--- config.mk ---
export PLATFORM = sky130hd
export DESIGN_NAME = coproc_master
export DESIGN_NICKNAME = d
export VERILOG_FILES = /design/src/rtl/coproc_pkg.sv /design/src/rtl/coproc_resp_sel.sv /design/src/rtl/coproc_master.sv
export SDC_FILE = /design/constraint.sdc
export NUM_CORES = 1
export LEC_CHECK = 0
export CORE_UTILIZATION = 24
export DETAILED_ROUTE_END_ITERATION = 12
export PLACE_DENSITY = 0.55
export SETUP_SLACK_MARGIN = 0.4
export SLEW_MARGIN = 20
export SYNTH_ARGS = -nofsm -noshare
export SYNTH_HDL_FRONTEND = slang
export SYNTH_HIERARCHICAL = 1
export SYNTH_SLANG_ARGS = --single-unit
--- constraint.sdc ---
create_clock -name clk -period 4.2 [get_ports clk]
set_input_delay 0.84 -clock clk [delete_from_list [all_inputs] [get_ports clk]]
set_output_delay 0.84 -clock clk [all_outputs]
set_load 0.1 [all_outputs]
--- src/rtl/coproc_pkg.sv ---
// Shared definitions for the 2-bit-addressed coprocessor bus, used by the master
// and by device-side adapters.
package coproc_pkg;

  localparam logic [5:0]  OP_CLEAR       = 6'h3F;
  localparam logic [31:0] BUS_IDLE       = 32'hFFFF_FFFF;
  localparam int          RESP_VALID_BIT = 31;
  localparam int          ADDR_HI        = 30;
  localparam int          ADDR_LO        = 29;

  typedef enum logic [1:0] {IDLE, WAIT, ACK, DONE} state_t;

  typedef struct packed {
    logic [1:0]  addr;
    logic [5:0]  op;
    logic [23:0] data;
  } bus_word_t;

  function automatic logic [31:0] make_word(input logic [1:0] dev, input logic [5:0] op,
                                            input logic [23:0] data);
    bus_word_t w;
    w.addr = dev;
    w.op   = op;
    w.data = data;
    return w;
  endfunction

endpackage

--- src/rtl/coproc_resp_sel.sv ---
// Picks the addressed device's result word and interrupt and decides whether it
// is a valid post for that device. Purely combinational.
module coproc_resp_sel
  import coproc_pkg::*;
(
  input  logic [1:0]   dev,
  input  logic [127:0] bus_in,
  input  logic [3:0]   bus_irq,
  output logic         match,
  output logic [23:0]  payload
);

  logic [3:0][31:0] words;
  logic [31:0]      sel;
  logic             unused_rsvd;

  assign words   = bus_in;
  assign sel     = words[dev];
  // The address echo guards against a device posting into the wrong slot.
  assign match   = bus_irq[dev] & sel[RESP_VALID_BIT] & (sel[ADDR_HI:ADDR_LO] == dev);
  assign payload = sel[23:0];
  // Bits [28:24] of a result word carry no meaning for the master.
  assign unused_rsvd = ^sel[28:24];

endmodule

--- src/rtl/coproc_master.sv ---
// CPU-side initiator: issues one command, waits for the device post or a timeout,
// clears the device and returns a single-cycle response to the core.
module coproc_master
  import coproc_pkg::*;
#(
  parameter  int TIMEOUT = 1024,
  localparam int CNT_W   = $clog2(TIMEOUT + 1)
) (
  input  logic         clk,
  input  logic         rst,
  input  logic         req_valid,
  output logic         req_ready,
  input  logic [1:0]   req_dev,
  input  logic [5:0]   req_op,
  input  logic [23:0]  req_data,
  output logic         rsp_valid,
  output logic [23:0]  rsp_data,
  output logic         rsp_err,
  output logic         busy,
  output logic [31:0]  bus_out,
  input  logic [127:0] bus_in,
  input  logic [3:0]   bus_irq
);

  state_t            state, next_state;
  logic [1:0]        dev, dev_d;
  logic [CNT_W-1:0]  cnt, cnt_d;
  logic [31:0]       bus_d;
  logic              rsp_valid_d, rsp_err_d;
  logic [23:0]       rsp_data_d;
  logic              match, timeout;
  logic [23:0]       payload;

  coproc_resp_sel u_sel (
    .dev     (dev),
    .bus_in  (bus_in),
    .bus_irq (bus_irq),
    .match   (match),
    .payload (payload)
  );

  assign timeout   = (cnt == CNT_W'(TIMEOUT - 1));
  assign req_ready = (state == IDLE);
  assign busy      = (state != IDLE);

  always_ff @(posedge clk or posedge rst) begin
    if (rst) begin
      state     <= IDLE;
      dev       <= '0;
      cnt       <= '0;
      bus_out   <= BUS_IDLE;
      rsp_valid <= 1'b0;
      rsp_data  <= '0;
      rsp_err   <= 1'b0;
    end else begin
      state     <= next_state;
      dev       <= dev_d;
      cnt       <= cnt_d;
      bus_out   <= bus_d;
      rsp_valid <= rsp_valid_d;
      rsp_data  <= rsp_data_d;
      rsp_err   <= rsp_err_d;
    end
  end

  always_comb begin
    next_state = state;
    case (state)
      IDLE:    if (req_valid) next_state = (req_op == OP_CLEAR) ? ACK : WAIT;
      WAIT:    if (match || timeout) next_state = ACK;
      ACK:     next_state = DONE;
      default: next_state = IDLE;
    endcase
  end

  // Next values of the registered outputs; the bus falls back to the idle word.
  always_comb begin
    bus_d       = BUS_IDLE;
    dev_d       = dev;
    cnt_d       = cnt;
    rsp_valid_d = 1'b0;
    rsp_data_d  = rsp_data;
    rsp_err_d   = rsp_err;
    case (state)
      IDLE: if (req_valid) begin
        dev_d = req_dev;
        cnt_d = '0;
        if (req_op == OP_CLEAR) begin
          bus_d       = make_word(req_dev, OP_CLEAR, 24'h0);
          rsp_valid_d = 1'b1;
          rsp_data_d  = '0;
          rsp_err_d   = 1'b0;
        end else begin
          bus_d = make_word(req_dev, req_op, req_data);
        end
      end
      WAIT: begin
        cnt_d = cnt + CNT_W'(1);
        if (match) begin
          bus_d       = make_word(dev, OP_CLEAR, 24'h0);
          rsp_valid_d = 1'b1;
          rsp_data_d  = payload;
          rsp_err_d   = 1'b0;
        end else if (timeout) begin
          bus_d       = make_word(dev, OP_CLEAR, 24'h0);
          rsp_valid_d = 1'b1;
          rsp_data_d  = '0;
          rsp_err_d   = 1'b1;
        end
      end
      default: ;
    endcase
  end

endmodule

# After elaboration in Yosys (flattened, before gate mapping)
# Index checks and enable logic that the tools add are counted.
[totals] register_bits=73 inputBits=167 output_inout_bits=60 elab_cells=58
[classes] addsub=1 order_cmp=1 n_eq_ne=9 muxes=30 n_bitwise=2 n_reduce_logical=8
[op_table] op="32-bit two-way mux" n=4
[op_table] op="24-bit two-way mux" n=4
[op_table] op="32-bit binary-select mux with 2-bit select" n=1
[op_table] op="32-bit case mux with 2 select lines" n=1
[op_table] op="24-bit case mux with 2 select lines" n=1
[op_table] op="30-bit two-way mux" n=1
[op_table] op="11-bit case mux with 2 select lines" n=1
[op_table] op="11-bit by 1-bit adder with 11-bit output, second input constant" n=1
[op_table] op="11-bit by 10-bit == test with 1-bit output, second input constant" n=1
[op_table] op="11-bit two-way mux" n=1
[op_table] op="1-bit two-way mux" n=9
[op_table] op="6-bit == test, second input constant" n=1
[op_table] op="2-bit two-way mux" n=3
[op_table] op="2-bit case mux with 3 select lines" n=1
[op_table] op="2-bit AND reduction" n=3
[op_table] op="2-bit != test, second input constant" n=2
[op_table] op="1-bit case mux with 2 select lines" n=2
[op_table] op="4-bit AND reduction" n=1
[op_table] op="2-bit nonzero test" n=2
[op_table] op="2-bit by 3-bit < comparator with 1-bit output, second input constant" n=1
[op_table] op="3-bit != test, second input constant" n=1
[op_table] op="1-bit AND" n=2
[op_table] op="1-bit binary-select mux with 2-bit select" n=1
[op_table] op="2-bit by 1-bit == test with 1-bit output, second input constant" n=1
[op_table] op="other kinds (5)" n=5

# Logic depth before layout (Yosys ltp)
[depth] word_depth=7 mapped_depth=11 ltp_nobuf=7

# Hierarchy
# Netlist, hierarchy kept.
[by_module_without_submodules] module="coproc_master" instances=1 cells_each=250 area_per_inst_um2=3070.4 seq_area_each_um2=1866.8
[by_module_without_submodules] module="coproc_resp_sel" instances=1 cells_each=41 area_per_inst_um2=689.4 seq_area_each_um2=0.0

# Least setup slack after synthesis
# No wires, ideal clock.
[synth_path] path_kind="reg2out" from="reg state[1]" to="out busy" t_arrival_ns=1.935 required_time_ns=3.360 slack_ns=1.425 stages_incl_launch_ff=5 path_buffers=1 path_cell_list="dfrtp_1 > inv_1 > ha_1 > buf_4 > inv_1"
[synth_between] elab_chain_cells=1
[synth_rtl] element="start, declared" line_no="coproc_master.sv:25" source="state_t state, next_state;"
[synth_rtl] element="start signal, assigned" line_no="coproc_master.sv:56" source="state <= next_state;"
[synth_rtl] element="2-bit nonzero test" line_no="coproc_master.sv:44" source="assign busy = (state != IDLE);"
[synth_rtl] element="end, declared" line_no="coproc_master.sv:19" source="output logic busy,"
# Every way passes these cells.

# Worst setup path after layout
[layout_path] from="reg state[1]" to="out req_ready"
[layout_between] elab_chain_cells=1
[layout_rtl] element="2-bit zero test" line_no="coproc_master.sv:43" source="assign req_ready = (state == IDLE);"
[layout_rtl] element="end, declared" line_no="coproc_master.sv:12" source="output logic req_ready,"
# Every way passes these cells.

==> impl_metrics.tcl <==
set metrics [dict create \
    synth-seq-cells 73 \
    die-area_um2 16200 \
    layout_worst_path_cycle_share 0.781 \
    clock-root-buffer "clkbuf_16" \
    grt_use_total 0.159 \
    start_util 0.246 \
    cp-end-kind "primary output" \
    layout-drive-gt1-share 0.169 \
    syn_area_per_cell_um2 12.9 \
    insertion_delay_ps 330 \
    syn2layout_area_growth_pct 68.3 \
    finish.cell_count_without_fillers 707 \
    crit_arrival_ps 2440 \
    total_leakage_power_nw 2.42 \
    p_sw_mw 2.10 \
    timing.hold.worst.class "register to register" \
    place.detailed.instances 691 \
    timing.hold.worst.start "rsp_data[20]" \
    synthTopCellsByArea "dfrtp_1 27%, dfstp_2 22%, mux4_2 11%" \
    buffers_from_clock_root_to_sink_at_most 2 \
    cp_slowest_stage_delay_ps 1220 \
    clock_tree.htree_level_count 3 \
    power_switching_share 0.489 \
    tritoncts_clock_tree "done" \
    report.final.slew_viol_count 0 \
    antenna_left 0 \
    synth_cell_types 47 \
    global_route_wire_length_before_repair_um 19300 \
    port_buffers 206 \
    layout_common_cells "206 x clkdlybuf4s50_1, 40 x dfrtp_1, 32 x dfstp_2, 27 x nand4_1, 26 x o2bb2ai_1" \
    top_level_ports 227 \
    most_common_cell_after_layout_fill_and_taps_aside "clkdlybuf4s50_1" \
    worstPathCellList "inv_1, ha_1, clkdlybuf4s50_1" \
    slew_margin_rel 0.303 \
    wl_per_cell_um 17.2 \
    setup_viol 0 \
    antennaDiodeCount 0 \
    irDropWorstVdd_mv 0.359 \
    dp_worst_setup_slack_ps 1110 \
    status "completed" \
    synth_top_cell_by_area "dfrtp_1" \
    max_freq_mhz 305 \
    startpoint_type "register" \
    dieHeight_um 127 \
    cts.hold.buffers_added 0 \
    hold_viol 0 \
    floorplan.rows 45 \
    dp.final_hpwl_um 8920 \
    worst-setup-path-type "register to primary output" \
    ys_seq_area_frac 0.497 \
    power_report.internal_total_mw 2.20 \
    netlist.area_leader.share 0.273 \
    detail_route.first_pass.iterations 4 \
    via_count 3374 \
    clock_transition_time_at_the_flip_flop_clock_pins_of_the_worst_setup_and_hold_paths_ps 60 \
    hold-worst-slack_ps 488 \
    slowest_stage "clkdlybuf4s50_1" \
    totalWireLength_um 12100 \
    combinational_power_share 0.577 \
    syn_nets 462 \
    timing.rr.start "state[1]" \
    critPathTopFamily "buffers and inverters" \
    finalCriticalPeriod_ps 3280 \
    crit_path_start "state[1]" \
    grt_start_max_net_pins 62 \
    power_density_nw_per_um2 679 \
    mappedNetlistArea_um2 3760 \
    grt_antenna_before_repair 1 \
    layout_setup_ws_ps 921 \
    cts_sinks 73 \
    dr.first_iter.drc_count 73 \
    place.gp.congestion 0.722 \
    synthCells 291 \
    clock-skew-final_ps 5.32 \
    relative_contribution_of_the_clock_network_to_total_power 0.176 \
    cap_viol_max_count 0 \
    critPathMaxFanout 9 \
    cts.repair_timing.setup_buffer_count 0 \
    final_nets 662 \
    aggregate_negative_setup_slack_ps 0 \
    routed_via_density 4.77 \
    fin_total_pwr_mw 4.29 \
    cp_data_required_time_ps 3360 \
    yosys_warnings 6 \
    area_of_the_core_region_um2 15300 \
    nFillCells 1451 \
    globalRoute.totalOverflow 0 \
    cts_resized 0 \
    cts-buffers-inserted 9 \
    share_seq_of_total_power 0.247 \
    die_w_um 127 \
    drt_drc_violations_left 0 \
    grt_setup_unrepaired "false" \
    number_of_global_route_vias_before_repair 3707 \
    worst_pin_slew_ps 1040 \
    critPathBufInv 2 \
]
## synth_stat cells, drive strengths merged
master / instances
nand4: 27
nor4: 3
nand3: 2
nand2: 12
a22o: 1
o211ai: 2
nor2: 11
a21oi: 2
a32o: 2
nand2b: 2
a211o: 1
o21a: 1
xnor2: 5
or3: 9
nor2b: 1
ha: 4
a21o: 24
a221o: 2
nor3: 4
nand4b: 2
mux2: 2
clkbuf: 14
o21ai: 7
buf: 12
nor4b: 1
o22ai: 1
nand3b: 1
o31ai: 1
mux4: 24
mux2i: 2
o41a: 1
nor3b: 2
o2bb2ai: 26
o41ai: 1
dfstp: 32
dfrtp: 41
or2: 1
inv: 5
## registers in the layout, indices dropped and copies added (netlist names)
name and count:
cnt 11, rsp_err 1, rsp_valid 1, bus_out 32, state 2, dev 2
rsp_data 24
## power by group through the flow
stage          clock network [mW]  registers [mW]  logic [mW]
4_1_cts                     0.783            1.07        2.51
5_1_grt                     0.817            1.09        2.62
6_report                    0.754            1.06        2.48
3_5_place_dp                    0            1.08        2.50
2_1_floorplan                   0            1.91        1.05
3_3_place_gp                    0            1.08        2.48
## logic make-up (layout without fill, tap and decap cells)
group                    count (synthesis)  after routing  synth area share
AO/OA/AOI/OAI                           72             72             0.152
XOR/XNOR                                 5              5            0.0116
adder cells (fa/ha/maj)                  4              4            0.0133
buffers and inverters                   31            236            0.0446
flip-flops                              73             73             0.497
multiplexers                            28             28             0.162
AND/OR/NAND/NOR                         78             78             0.120
## per-layer routing
layer  share of wire  global-route usage
met1            0.42               0.185
met2            0.47               0.268
met3           0.093              0.0519
met4           0.019              0.0658
met5          0.0011                   0
## cell type report
type	instances	area, um2	area share
clock buffer	14	285	0.0451
clock inverter	2	10.0	0.00158
inverter	5	21.3	0.00336
multi-input combinational	187	1740	0.274
sequential	73	1870	0.295
tap	211	264	0.0417
timing repair buffer	215	2140	0.339
## final timing paths
| path | endpoint | slack, ps | cells past startpoint |
|---|---|---|---|
| worst min register to register | rsp_data[20] | 490 | 1 |
| min in group asynchronous | rsp_data[15] | 1030 | 2 |
| worst min-delay path | rsp_data[20] | 490 | 1 |
| worst max-delay path | req_ready | 920 | 3 |
| worst max register to register | rsp_data[21] | 1530 | 7 |
| max in group asynchronous | bus_out[4] | 2440 | 3 |
## metrics by stage
step                      area, um2  utilization
final                          6330        0.415
after global routing           6330        0.415
after CTS                      6330        0.415
after detailed placement       6030        0.395
after global placement         6030        0.395
after floorplan                3760            -
Note: power is estimated with default switching activity, not from simulation.
